[src/rtl/load_store_unit_pkg.sv]
// rtl/load_store_unit_pkg.sv - shared funct3 codes, FSM encoding and request legality check
package load_store_unit_pkg;

  localparam logic [2:0] F3_B  = 3'b000;
  localparam logic [2:0] F3_H  = 3'b001;
  localparam logic [2:0] F3_W  = 3'b010;
  localparam logic [2:0] F3_BU = 3'b100;
  localparam logic [2:0] F3_HU = 3'b101;

  typedef enum logic [1:0] {
    IDLE = 2'd0,
    RD   = 2'd1,
    WR   = 2'd2,
    RESP = 2'd3
  } lsu_state_e;

  // Unsigned widths exist only for loads; a store with BU/HU is illegal.
  function automatic logic lsu_req_err(input logic i_we, input logic [2:0] i_f3,
                                       input logic [1:0] i_lsb);
    logic r_err;
    case (i_f3)
      F3_B:    r_err = 1'b0;
      F3_H:    r_err = i_lsb[0];
      F3_W:    r_err = (i_lsb != 2'b00);
      F3_BU:   r_err = i_we;
      F3_HU:   r_err = i_we | i_lsb[0];
      default: r_err = 1'b1;
    endcase
    return r_err;
  endfunction

endpackage

[src/rtl/lsu_align.sv]
// rtl/lsu_align.sv - byte/halfword load extraction and store merge into the buffered word
module lsu_align
  import load_store_unit_pkg::*;
(
  input  logic [2:0]  i_funct3,
  input  logic [31:0] i_word,
  input  logic [31:0] i_wdata,
  output logic [31:0] o_load_data,
  output logic [31:0] o_store_data
);

  always_comb begin
    o_load_data = i_word;
    case (i_funct3)
      F3_B:    o_load_data = {{24{i_word[7]}}, i_word[7:0]};
      F3_BU:   o_load_data = {24'h0, i_word[7:0]};
      F3_H:    o_load_data = {{16{i_word[15]}}, i_word[15:0]};
      F3_HU:   o_load_data = {16'h0, i_word[15:0]};
      default: o_load_data = i_word;
    endcase
  end

  // Narrow stores keep the untouched upper bytes read back during RD.
  always_comb begin
    o_store_data = i_wdata;
    case (i_funct3)
      F3_B:    o_store_data = {i_word[31:8], i_wdata[7:0]};
      F3_H:    o_store_data = {i_word[31:16], i_wdata[15:0]};
      default: o_store_data = i_wdata;
    endcase
  end

endmodule

[src/rtl/load_store_unit.sv]
// rtl/load_store_unit.sv - single-request load/store unit with read-modify-write for narrow stores
module load_store_unit
  import load_store_unit_pkg::*;
#(
  parameter int ADDR_WIDTH = 32,
  parameter int DATA_WIDTH = 32
) (
  input  logic                  sys_clk,
  input  logic                  sys_rst,
  input  logic                  req_valid,
  output logic                  req_ready,
  input  logic                  req_we,
  input  logic [2:0]            req_funct3,
  input  logic [ADDR_WIDTH-1:0] req_addr,
  input  logic [DATA_WIDTH-1:0] req_wdata,
  output logic                  rsp_valid,
  input  logic                  rsp_ready,
  output logic [DATA_WIDTH-1:0] rsp_rdata,
  output logic                  rsp_err,
  output logic                  mem_op,
  output logic                  mem_rw,
  output logic [ADDR_WIDTH-1:0] mem_addr,
  output logic [DATA_WIDTH-1:0] mem_data_w,
  input  logic [DATA_WIDTH-1:0] mem_data_r
);

  lsu_state_e            r_state;
  lsu_state_e            w_next;
  logic [ADDR_WIDTH-1:0] r_addr;
  logic                  r_we;
  logic [2:0]            r_f3;
  logic [DATA_WIDTH-1:0] r_wdata;
  logic                  r_err;
  logic [DATA_WIDTH-1:0] r_buf;
  logic                  w_accept;
  logic                  w_req_err;
  logic [31:0]           w_load_data;
  logic [31:0]           w_store_data;

  assign w_accept  = req_valid && (r_state == IDLE);
  assign w_req_err = lsu_req_err(req_we, req_funct3, req_addr[1:0]);

  always_ff @(posedge sys_clk or posedge sys_rst) begin
    if (sys_rst) begin
      r_state <= IDLE;
      r_addr  <= '0;
      r_we    <= 1'b0;
      r_f3    <= 3'b000;
      r_wdata <= '0;
      r_err   <= 1'b0;
      r_buf   <= '0;
    end else begin
      r_state <= w_next;
      if (w_accept) begin
        r_addr  <= req_addr;
        r_we    <= req_we;
        r_f3    <= req_funct3;
        r_wdata <= req_wdata;
        r_err   <= w_req_err;
      end
      if (r_state == RD) begin
        r_buf <= mem_data_r;
      end
    end
  end

  lsu_align u_align (
    .i_funct3    (r_f3),
    .i_word      (r_buf),
    .i_wdata     (r_wdata),
    .o_load_data (w_load_data),
    .o_store_data(w_store_data)
  );

  always_comb begin
    w_next     = r_state;
    req_ready  = 1'b0;
    rsp_valid  = 1'b0;
    rsp_err    = 1'b0;
    rsp_rdata  = '0;
    mem_op     = 1'b0;
    mem_rw     = 1'b0;
    mem_addr   = '0;
    mem_data_w = '0;
    case (r_state)
      IDLE: begin
        req_ready = 1'b1;
        if (req_valid) begin
          if (w_req_err)                        w_next = RESP;
          else if (req_we && req_funct3 == F3_W) w_next = WR;
          else                                  w_next = RD;
        end
      end
      RD: begin
        mem_op   = 1'b1;
        mem_addr = r_addr;
        w_next   = r_we ? WR : RESP;
      end
      WR: begin
        mem_op     = 1'b1;
        mem_rw     = 1'b1;
        mem_addr   = r_addr;
        mem_data_w = w_store_data;
        w_next     = RESP;
      end
      RESP: begin
        rsp_valid = 1'b1;
        rsp_err   = r_err;
        rsp_rdata = (r_we || r_err) ? '0 : w_load_data;
        if (rsp_ready) w_next = IDLE;
      end
      default: w_next = IDLE;
    endcase
  end

endmodule
[config.mk]
export PLATFORM = sky130hd
export DESIGN_NAME = load_store_unit
export DESIGN_NICKNAME = d
export VERILOG_FILES = /design/src/rtl/load_store_unit_pkg.sv /design/src/rtl/lsu_align.sv /design/src/rtl/load_store_unit.sv
export SDC_FILE = /design/constraint.sdc
export NUM_CORES = 1
export LEC_CHECK = 0
export BUFFER_PORTS_ARGS = -buffer_cell sky130_fd_sc_hd__buf_2
export CAP_MARGIN = 20
export CORE_MARGIN = 3
export CORE_UTILIZATION = 53
export CTS_CLUSTER_SIZE = 12
export DETAILED_ROUTE_END_ITERATION = 10
export GPL_TIMING_DRIVEN = 1
export PLACE_DENSITY = 0.84
export RECOVER_POWER = 100
export SYNTH_ARGS = -nofsm -noshare
export SYNTH_HDL_FRONTEND = slang
export SYNTH_HIERARCHICAL = 1
export SYNTH_SLANG_ARGS = --single-unit
[constraint.sdc]
create_clock -name sys_clk -period 9.5 [get_ports sys_clk]
set_input_delay 0.95 -clock sys_clk [delete_from_list [all_inputs] [get_ports sys_clk]]
set_output_delay 0.95 -clock sys_clk [all_outputs]
set_load 0.1 [all_outputs]
==> key figures <==
Worst setup path
  – Worst Setup EP: mem_data_w[16]
  – Crit Path Max Fanout: 32
  – Crit path DAT: 3.93 ns
  – Slowest-stage cell, CP: clkbuf_1
  – CP startpoint: r_f3[1]
  – CP required: 8.55 ns
  – Cells on worst reg2reg path: 4
  – Crit path top cell by count: clkbuf_1
  – Startpoint types: flop
  – Worst Setup End Kind: output port
  – R2R Path End: r_wdata[31]
  – Critical path type: flop to output port
  – CP cell instances: or2_1 -> clkbuf_1 -> mux2_2 -> and2_1 -> clkbuf_1
  – CP max stage delay: 1.23 ns
  – R2r setup slk: 6.08 ns
  – Reg2reg start: r_state[0]

Outcome
  – Status: finished, violations left
  – Failing checks: capacitance limit, slew limit

Clocking
  – Root Buffer: clkbuf_8
  – Post-CTS sizing: 0
  – Htree depth: 3
  – Number of buffers created by CTS: 9
  – Clock-pin slew on the worst setup and hold paths: 0.09 ns
  – Clk_lat worst skew: 0.37 ns
  – Cts hold-fix bufs: 0
  – Longest Clk Path Bufs: 2
  – Sink Count: 103
  – Post-CTS setup buffer count: 0
  – CTS tree: built

Placed design
  – Pre-CTS WS: 6.39 ns
  – Placer congestion estimate: 0.797
  – Final HPWL from detailed placement: 8830 µm
  – Port bufs: 204

Global routing
  – GRT Overall Usage: 0.212
  – Initial antenna violation count: 0
  – First-pass GRT wire length: 19200 µm
  – Vias in the first global route: 4019
  – Largest net degree at the start of global routing: 71
  – Grt total ovfl: 0

STA
  – Post-route setup TNS: 0 ns
  – Final Hold Fails: 0
  – RSZ-0062 raised after global routing: false
  – Share of the clock period used by the worst path: 0.514
  – Pins Over Slew Limit: 243
  – Max-slew headroom: -0.976
  – Fin crit period: 4.88 ns
  – Final setup fails: 0
  – Post-route worst setup slack: 4.62 ns
  – Worst slew pin tran: 2.96 ns
  – Clock Skew: 0.0109 ns
  – Fmax: 0.205 GHz

Synth
  – Synth unique cells: 31
  – Post-Syn Instances: 441
  – Synth Register Bits: 103
  – Yosys warnings: 6
  – Post-synthesis cell area: 0.00538 mm²
  – Avg Inst Size Synth: 12.2 µm²
  – Sequential area share after synthesis: 0.479
  – Syn nets: 549

Die
  – Row count: 36
  – I/O pin cnt: 205
  – Die width: 107 µm
  – Die area: 0.0114 mm²
  – Core box area: 0.00982 mm²
  – Initial Util: 0.548
  – Die height: 107 µm

Route
  – Routed len/inst: 16.1 µm
  – Post-DRT Antenna Nets: 0
  – DRC: 0
  – Drt first pass iters: 4
  – Detailed-route via count: 3878
  – Initial DRC count: 151
  – Vias/cell: 5.14
  – Final WL: 12200 µm

Final layout
  – Synthesis-to-finish area growth: 19.5%
  – Share of layout cells above drive strength 1: 0.411
  – Diodes inserted: 0
  – # fillers: 835
  – Final nets: 724
  – Most common library cell in the layout ignoring fill and taps: mux2_2
  – Most frequent cells in the layout: mux2_2 (110), buf_2 (105), dfrtp_1 (103)

Run
  – Maxcap violations: 5

Worst hold path
  – Hold Path Class: flop to flop
==> synthesized netlist by cell type (all sizes together) <==
cell type,number,area (µm²)
a2111oi,1,8.76
and4bb,1,12.5
a21o,8,60.1
mux2i,1,10.0
or4,1,11.3
inv,5,18.8
mux2,124,1450
buf,30,220
o21ai,18,90.1
a211oi,2,20.0
ha,4,50.1
nand2,19,71.3
dfrtp,103,2580
o21a,1,7.51
and2,97,607
nor2b,2,12.5
nor3b,1,7.51
clkbuf,14,52.6
nor3,1,16.3
nor2,1,3.75
nor4b,2,32.5
or2,3,18.8
o31ai,1,7.51
a221o,1,11.3
==> through the flow <==
step	cell area, µm²	hold slack, ns	util	instances
3_3_place_gp	6340	0.480	0.645	738
2_1_floorplan	5380	0.464	-	441
3_5_place_dp	6340	0.486	0.645	738
5_1_grt	6420	0.518	0.654	754
6_report	6420	0.507	0.654	754
4_1_cts	6580	0.510	0.670	754
==> critical path, delay by kind of cell, from the launching register on <==
kind / cells / cell delay [ns]
buffers and inverters: 2 / 2.10
DFF: 1 / 0.77
muxes: 1 / 0.37
and+or+nand+nor: 2 / 0.32
==> cell type report <==
class                           instances  area [µm²]  share of cell area
Clock inverter                          7         121              0.0189
Timing Repair Buffer                  208         916               0.143
Inverter                                5        20.0             0.00312
Multi-Input combinational cell        289        2500               0.389
Tap cell                              133         166              0.0259
Sequential cell                       103        2580               0.401
Clock buffer                            9         124              0.0193
==> cell families (layout without fill, tap and decap cells) <==
logic type / count (synthesis) / after routing / share of synthesized area
AOI/OAI and AO/OA: 32 / 32 / 0.0382
adders and majority gates: 4 / 4 / 0.00931
buffers and inverters: 49 / 229 / 0.0542
DFF: 103 / 103 / 0.479
muxes: 125 / 125 / 0.271
and+or+nand+nor: 128 / 128 / 0.148
==> metal layers <==
layer,vias up,GRT usage,wire [µm]
met3,20,0.0614,903
met5,-,0,0
li1,1823,-,-
met2,139,0.368,6160
met4,0,0.0731,199
met1,1896,0.253,4890
==> registers in the layout, summed over array words and instances, names as in the netlist <==
name,cells
r_wdata,32
r_buf,32
r_addr,32
r_err,1
r_state,2
r_we,1
r_f3,3
==> how the worst min path moves through the flow <==
| stage | from | cells past startpoint | slack, ns | end |
|---|---|---|---|---|
| 2_1_floorplan | r_err | 2 | 0.46 | r_err |
| 3_3_place_gp | r_addr[3] | 1 | 0.48 | r_addr[3] |
| 3_5_place_dp | r_addr[31] | 1 | 0.49 | r_addr[31] |
| 4_1_cts | r_wdata[0] | 1 | 0.51 | r_wdata[0] |
| 5_1_grt | r_addr[5] | 1 | 0.52 | r_addr[5] |
| 6_report | r_addr[25] | 1 | 0.51 | r_addr[25] |
Power is not shown: default switching activity piles up to over one toggle a cycle in this logic, so the estimate is an artifact.
